==> src/rtl/puf_eval_ctrl.sv <==
// Butterfly-PUF evaluation controller: excite/relax/sample sequencing with a
// per-cell ones counter; define PUF_MAJORITY_EN to majority-vote NUM_EVAL samples.
module puf_eval_ctrl #(
  parameter int CELLS    = 8,
  parameter int SETTLE   = 4,
  parameter int RELAX    = 4,
  parameter int NUM_EVAL = 5
) (
  input  logic             clk,
  input  logic             rst_n,
  input  logic             start,
  input  logic             abort,
  input  logic [CELLS-1:0] resp_in,
  output logic             excite,
  output logic             en,
  output logic             pre,
  output logic             clr,
  output logic             busy,
  output logic             rsp_valid,
  input  logic             rsp_rdy,
  output logic [CELLS-1:0] response,
  output logic [CELLS-1:0] unstable
);

`ifdef PUF_MAJORITY_EN
  localparam int E = NUM_EVAL;
`else
  localparam int E = 1;
`endif
  localparam int EVAL_W = (NUM_EVAL > 1) ? $clog2(NUM_EVAL) : 1;

  typedef enum logic [2:0] {S_IDLE, S_EXCITE, S_RELAX, S_SAMPLE, S_DONE} state_t;

  state_t            state;
  state_t            next_state;
  logic [3:0]        phase_cnt;
  logic [EVAL_W-1:0] eval_cnt;
  logic              last_eval;
  logic              drv_excite;
  logic              drv_en;
  logic              drv_clr;
  logic              drv_busy;
  logic [2:0]        ones_cnt  [CELLS];
  logic [2:0]        ones_next [CELLS];
  logic [CELLS-1:0]  vote;

  assign last_eval = (eval_cnt == EVAL_W'(E - 1));

  // The preset line is never asserted by this controller.
  assign pre = 1'b1;

  always_comb begin
    next_state = state;
    drv_excite = 1'b0;
    drv_en     = 1'b0;
    drv_clr    = 1'b1;
    drv_busy   = 1'b0;
    case (state)
      S_IDLE:   if (start) next_state = S_EXCITE;
      S_EXCITE: begin
        if (abort) next_state = S_IDLE;
        else if (phase_cnt == 4'(SETTLE - 1)) next_state = S_RELAX;
      end
      S_RELAX: begin
        if (abort) next_state = S_IDLE;
        else if (phase_cnt == 4'(RELAX - 1)) next_state = S_SAMPLE;
      end
      S_SAMPLE: begin
        if (abort) next_state = S_IDLE;
        else if (last_eval) next_state = S_DONE;
        else next_state = S_EXCITE;
      end
      S_DONE:   if (rsp_rdy) next_state = S_IDLE;
      default:  next_state = S_IDLE;
    endcase
    // Drives are registered from the next state so they line up with it.
    case (next_state)
      S_EXCITE: begin
        drv_excite = 1'b1;
        drv_en     = 1'b1;
        drv_clr    = 1'b0;
        drv_busy   = 1'b1;
      end
      S_RELAX: begin
        drv_clr  = 1'b0;
        drv_busy = 1'b1;
      end
      S_SAMPLE: drv_busy = 1'b1;
      default: ;
    endcase
  end

  always_ff @(posedge clk or negedge rst_n) begin
    if (!rst_n) begin
      state     <= S_IDLE;
      excite    <= 1'b0;
      en        <= 1'b0;
      clr       <= 1'b1;
      busy      <= 1'b0;
      rsp_valid <= 1'b0;
    end else begin
      state     <= next_state;
      excite    <= drv_excite;
      en        <= drv_en;
      clr       <= drv_clr;
      busy      <= drv_busy;
      rsp_valid <= (next_state == S_DONE);
    end
  end

  always_ff @(posedge clk or negedge rst_n) begin
    if (!rst_n) begin
      phase_cnt <= '0;
      eval_cnt  <= '0;
    end else begin
      if (next_state != state) phase_cnt <= '0;
      else if (state == S_EXCITE || state == S_RELAX) phase_cnt <= phase_cnt + 4'd1;
      if (next_state == S_IDLE) eval_cnt <= '0;
      else if (state == S_SAMPLE && next_state == S_EXCITE) eval_cnt <= eval_cnt + EVAL_W'(1);
    end
  end

  always_comb begin
    for (int i = 0; i < CELLS; i++) begin
      ones_next[i] = ones_cnt[i] + {2'b00, resp_in[i]};
      vote[i]      = (ones_next[i] > 3'(E / 2));
    end
  end

  // Counts are dropped whenever the FSM heads back to IDLE (release or abort).
  always_ff @(posedge clk or negedge rst_n) begin
    if (!rst_n) begin
      for (int i = 0; i < CELLS; i++) ones_cnt[i] <= '0;
    end else if (next_state == S_IDLE) begin
      for (int i = 0; i < CELLS; i++) ones_cnt[i] <= '0;
    end else if (state == S_SAMPLE) begin
      for (int i = 0; i < CELLS; i++) ones_cnt[i] <= ones_next[i];
    end
  end

  always_ff @(posedge clk or negedge rst_n) begin
    if (!rst_n) response <= '0;
    else if (state == S_SAMPLE && next_state == S_DONE) response <= vote;
  end

`ifdef PUF_MAJORITY_EN
  logic [CELLS-1:0] split;

  always_comb begin
    for (int i = 0; i < CELLS; i++)
      split[i] = (ones_next[i] != 3'd0) && (ones_next[i] < 3'(E));
  end

  always_ff @(posedge clk or negedge rst_n) begin
    if (!rst_n) unstable <= '0;
    else if (state == S_SAMPLE && next_state == S_DONE) unstable <= split;
  end
`else
  assign unstable = '0;
`endif

endmodule

==> config.mk <==
export PLATFORM = sky130hd
export DESIGN_NAME = puf_eval_ctrl
export DESIGN_NICKNAME = d
export VERILOG_FILES = /design/src/rtl/puf_eval_ctrl.sv
export SDC_FILE = /design/constraint.sdc
export NUM_CORES = 1
export LEC_CHECK = 0
export CORE_ASPECT_RATIO = 0.8
export CORE_MARGIN = 8
export CORE_UTILIZATION = 55
export CTS_CLUSTER_SIZE = 25
export DETAILED_ROUTE_END_ITERATION = 8
export HOLD_SLACK_MARGIN = 0.15
export PLACE_DENSITY = 0.8
export RECOVER_POWER = 100
export SYNTH_ARGS = -nofsm -noshare
export SYNTH_HDL_FRONTEND = slang
export SYNTH_SLANG_ARGS = --single-unit
==> constraint.sdc <==
create_clock -name clk -period 2 [get_ports clk]
set_input_delay 0.3 -clock clk [delete_from_list [all_inputs] [get_ports clk]]
set_output_delay 0.3 -clock clk [all_outputs]
set_load 0.02 [all_outputs]
==> results.json <==
{
  "status": "complete, no violations",
  "h-tree-depth": 2,
  "instances_no_fill": 346,
  "drt_iter0_drc": 83,
  "period_share_pct": 95.0,
  "required_ns": 2.21,
  "ys_async_sr_fraction_pct": 100,
  "place_ws_ns": 0.0263,
  "core_um2": 4540,
  "crit_family": "simple AND/OR/NAND/NOR gates",
  "slew_viol_final": 0,
  "cp-start-kind": "flop",
  "synthCells": 253,
  "final_nets": 317,
  "setup_viol": 0,
  "cp_cell_sequence": "ha_1 -> or3b_4 -> a2111oi_4 -> buf_4 -> nor2_1 -> nor3_1",
  "powerDensity_nw_per_um2": 900,
  "ctsResizeCount": 0,
  "leakagePower_uw": 0.00143,
  "hold_viol": 0,
  "cap_viol_max_count": 0,
  "dp_hpwl_mm": 3.37,
  "cts_sinks": 46,
  "grt_pass1_wl_mm": 8.42,
  "pwr-share-clk_pct": 25.6,
  "synth_cell_types": 40,
  "dieWidth_um": 92.2,
  "grtUsageTotal_pct": 14.4,
  "comb_power_share_pct": 33.3,
  "wire_per_inst_um": 13.5,
  "crit_type": "reg2reg",
  "intPower_uw": 1810,
  "final_antenna_net_count": 0,
  "layout_common_cells": "49 x nand2_1, 45 x dfrtp_1, 19 x ha_1, 17 x xor2_1, 14 x dlygate4sd3_1",
  "synthFlopType": "dfrtp_1",
  "fin_crit_ns": 1.90,
  "cts_tree": "done",
  "crit_path_end_kind": "flop",
  "ys_seq_area_share_pct": 45.1,
  "post-place-cells": 336,
  "drt_pass1_iterations": 4,
  "drc": 0,
  "clock_path_buffers": 2,
  "grt_pass1_vias": 1849,
  "p_seq_share_pct": 41.2,
  "grt.overflow.total": 0,
  "clkLatencyLatePin_ns": 0.30,
  "ys_seq_elements": 46,
  "layout_setup_ws_ns": 0.0998,
  "start_util_pct": 56.3,
  "via_per_inst": 5.23,
  "design.die.area_um2": 7100,
  "n_antenna_cell": 0,
  "numCtsBuffers": 5,
  "area_growth_pct": 17.7,
  "synth_area_um2": 2560,
  "crit_path_top_delay_cell": "a2111oi_4",
  "cp_max_fo": 3,
  "hold_class": "reg2reg",
  "antenna_found_initial": 0,
  "max_stage_delay_ns": 0.42,
  "crit_buf_inv": 1,
  "drive_above_1_share_pct": 17.8,
  "p_sw_share_pct": 33.2,
  "ios": 35,
  "grt_max_degree": 25,
  "portBuffers": 25,
  "fin_tns_setup_ns": 0,
  "whs_ns": 0.477,
  "max_clock_freq_mhz": 526,
  "cp.arrival_ns": 2.11,
  "final_common_cell": "nand2_1",
  "dr_total_vias": 1809,
  "routabilityCongestion": 0.858,
  "max-vdd-ir-drop_v": 0.000436,
  "syn_area_per_cell_um2": 10.1,
  "rows": 22,
  "clk_pin_slew_ns": 0.09,
  "root_buffer": "clkbuf_8",
  "die_h_um": 77.0,
  "switchingPower_uw": 900,
  "skew_ns": 0.00599,
  "wl_mm": 4.67,
  "slew_headroom_pct": 12.9,
  "worst_slew_pin_slew_ns": 1.31,
  "synth_edf_count": 0,
  "yosys_warnings": 0
}
-- Yosys cell counts (all sizes together) (2+ instances only) --
cell / number / area share (%)
a21oi: 18 / 4.8
buf: 17 / 5.0
clkbuf: 5 / 0.73
conb: 2 / 0.29
dfrtp: 45 / 44
ha: 19 / 9.3
inv: 5 / 0.73
nand2: 49 / 7.2
nand2b: 3 / 0.73
nor2: 19 / 4.3
nor3: 13 / 2.5
nor3b: 2 / 0.59
nor4b: 2 / 1.2
o21ai: 13 / 2.7
or2: 2 / 0.49
or3: 2 / 0.54
or3b: 2 / 0.78
or4b: 2 / 0.78
xnor2: 5 / 1.7
xor2: 17 / 5.8
-- what timing repair did --
item                       CTS  global route
hold buffers                 1             0
hold endpoints to repair    21             0
buffers inserted             0             1
setup endpoints to repair    0            22
-- worst reg2reg max path, stage by stage, from the launching register on --
cell	delay, ns
dfrtp_1	0.40
ha_1	0.17
or3b_4	0.41
a2111oi_4	0.42
buf_4	0.19
nor2_1	0.05
nor3_1	0.17
-- routing by layer --
| layer | wire (um) | global-route usage, % | vias to the layer above |
|---|---|---|---|
| met2 | 2230 | 24.0 | 38 |
| li1 | - | - | 888 |
| met3 | 231 | 3.40 | 9 |
| met4 | 97 | 6.26 | 0 |
| met1 | 2110 | 17.1 | 874 |
| met5 | 0 | 0 | - |
-- power by group through the flow --
stage	Sequential [uW]	Combinational [uW]	Clock, uW
6_report	1110	901	693
3_5_place_dp	1140	943	0
4_1_cts	1120	948	713
3_3_place_gp	1130	929	0
5_1_grt	1130	980	753
2_1_floorplan	1230	474	0
-- registers in the layout, summed over array words and instances (netlist names) --
signal and count:
phase_cnt 4, busy 1, response 8, eval_cnt 3, en 1, rsp_valid 1, state 3, clr 1
ones_cnt 24
-- per-stage QoR --
stage / area (um2) / total power (uW) / util, %
floorplan: 2580 / 1710 / -
global placement: 2890 / 2060 / 63.7
detailed placement: 2890 / 2080 / 63.7
CTS: 3010 / 2780 / 66.3
global route: 3010 / 2860 / 66.3
finish: 3010 / 2710 / 66.3
-- cell families after synthesis --
| kind of cell | count (synthesis) | synth area share [%] |
|---|---|---|
| flip-flops | 46 | 45.1 |
| buffers and inverters | 27 | 6.46 |
| multiplexers | 1 | 0.391 |
| adder cells (fa/ha/maj) | 19 | 9.30 |
| XOR/XNOR | 22 | 7.53 |
| AND/OR/NAND/NOR | 102 | 21.6 |
| AO/OA/AOI/OAI | 34 | 9.39 |
| other | 2 | 0.294 |
-- final timing paths --
path	slack (ns)	endpoint	cells after the start	start
min	0.48	response[7]	2	response[7]
min reg2reg	0.48	response[7]	2	response[7]
max reg2reg	0.1	en	6	phase_cnt[0]
min in group asynchronous	0.80	state[2]	2	rst_n
max in group asynchronous	0.44	response[7]	2	rst_n
max	0.1	en	6	phase_cnt[0]
-- final cells by class --
class	count	area [um2]
inverters	5	18.8
clock inverters	2	37.5
clock buffers	6	72.6
fillers	381	1530
repair buffers	40	387
flip-flops and latches	46	1150
well taps	60	75.1
multi-input cells	187	1270
Power figures use the tool's default switching activity.
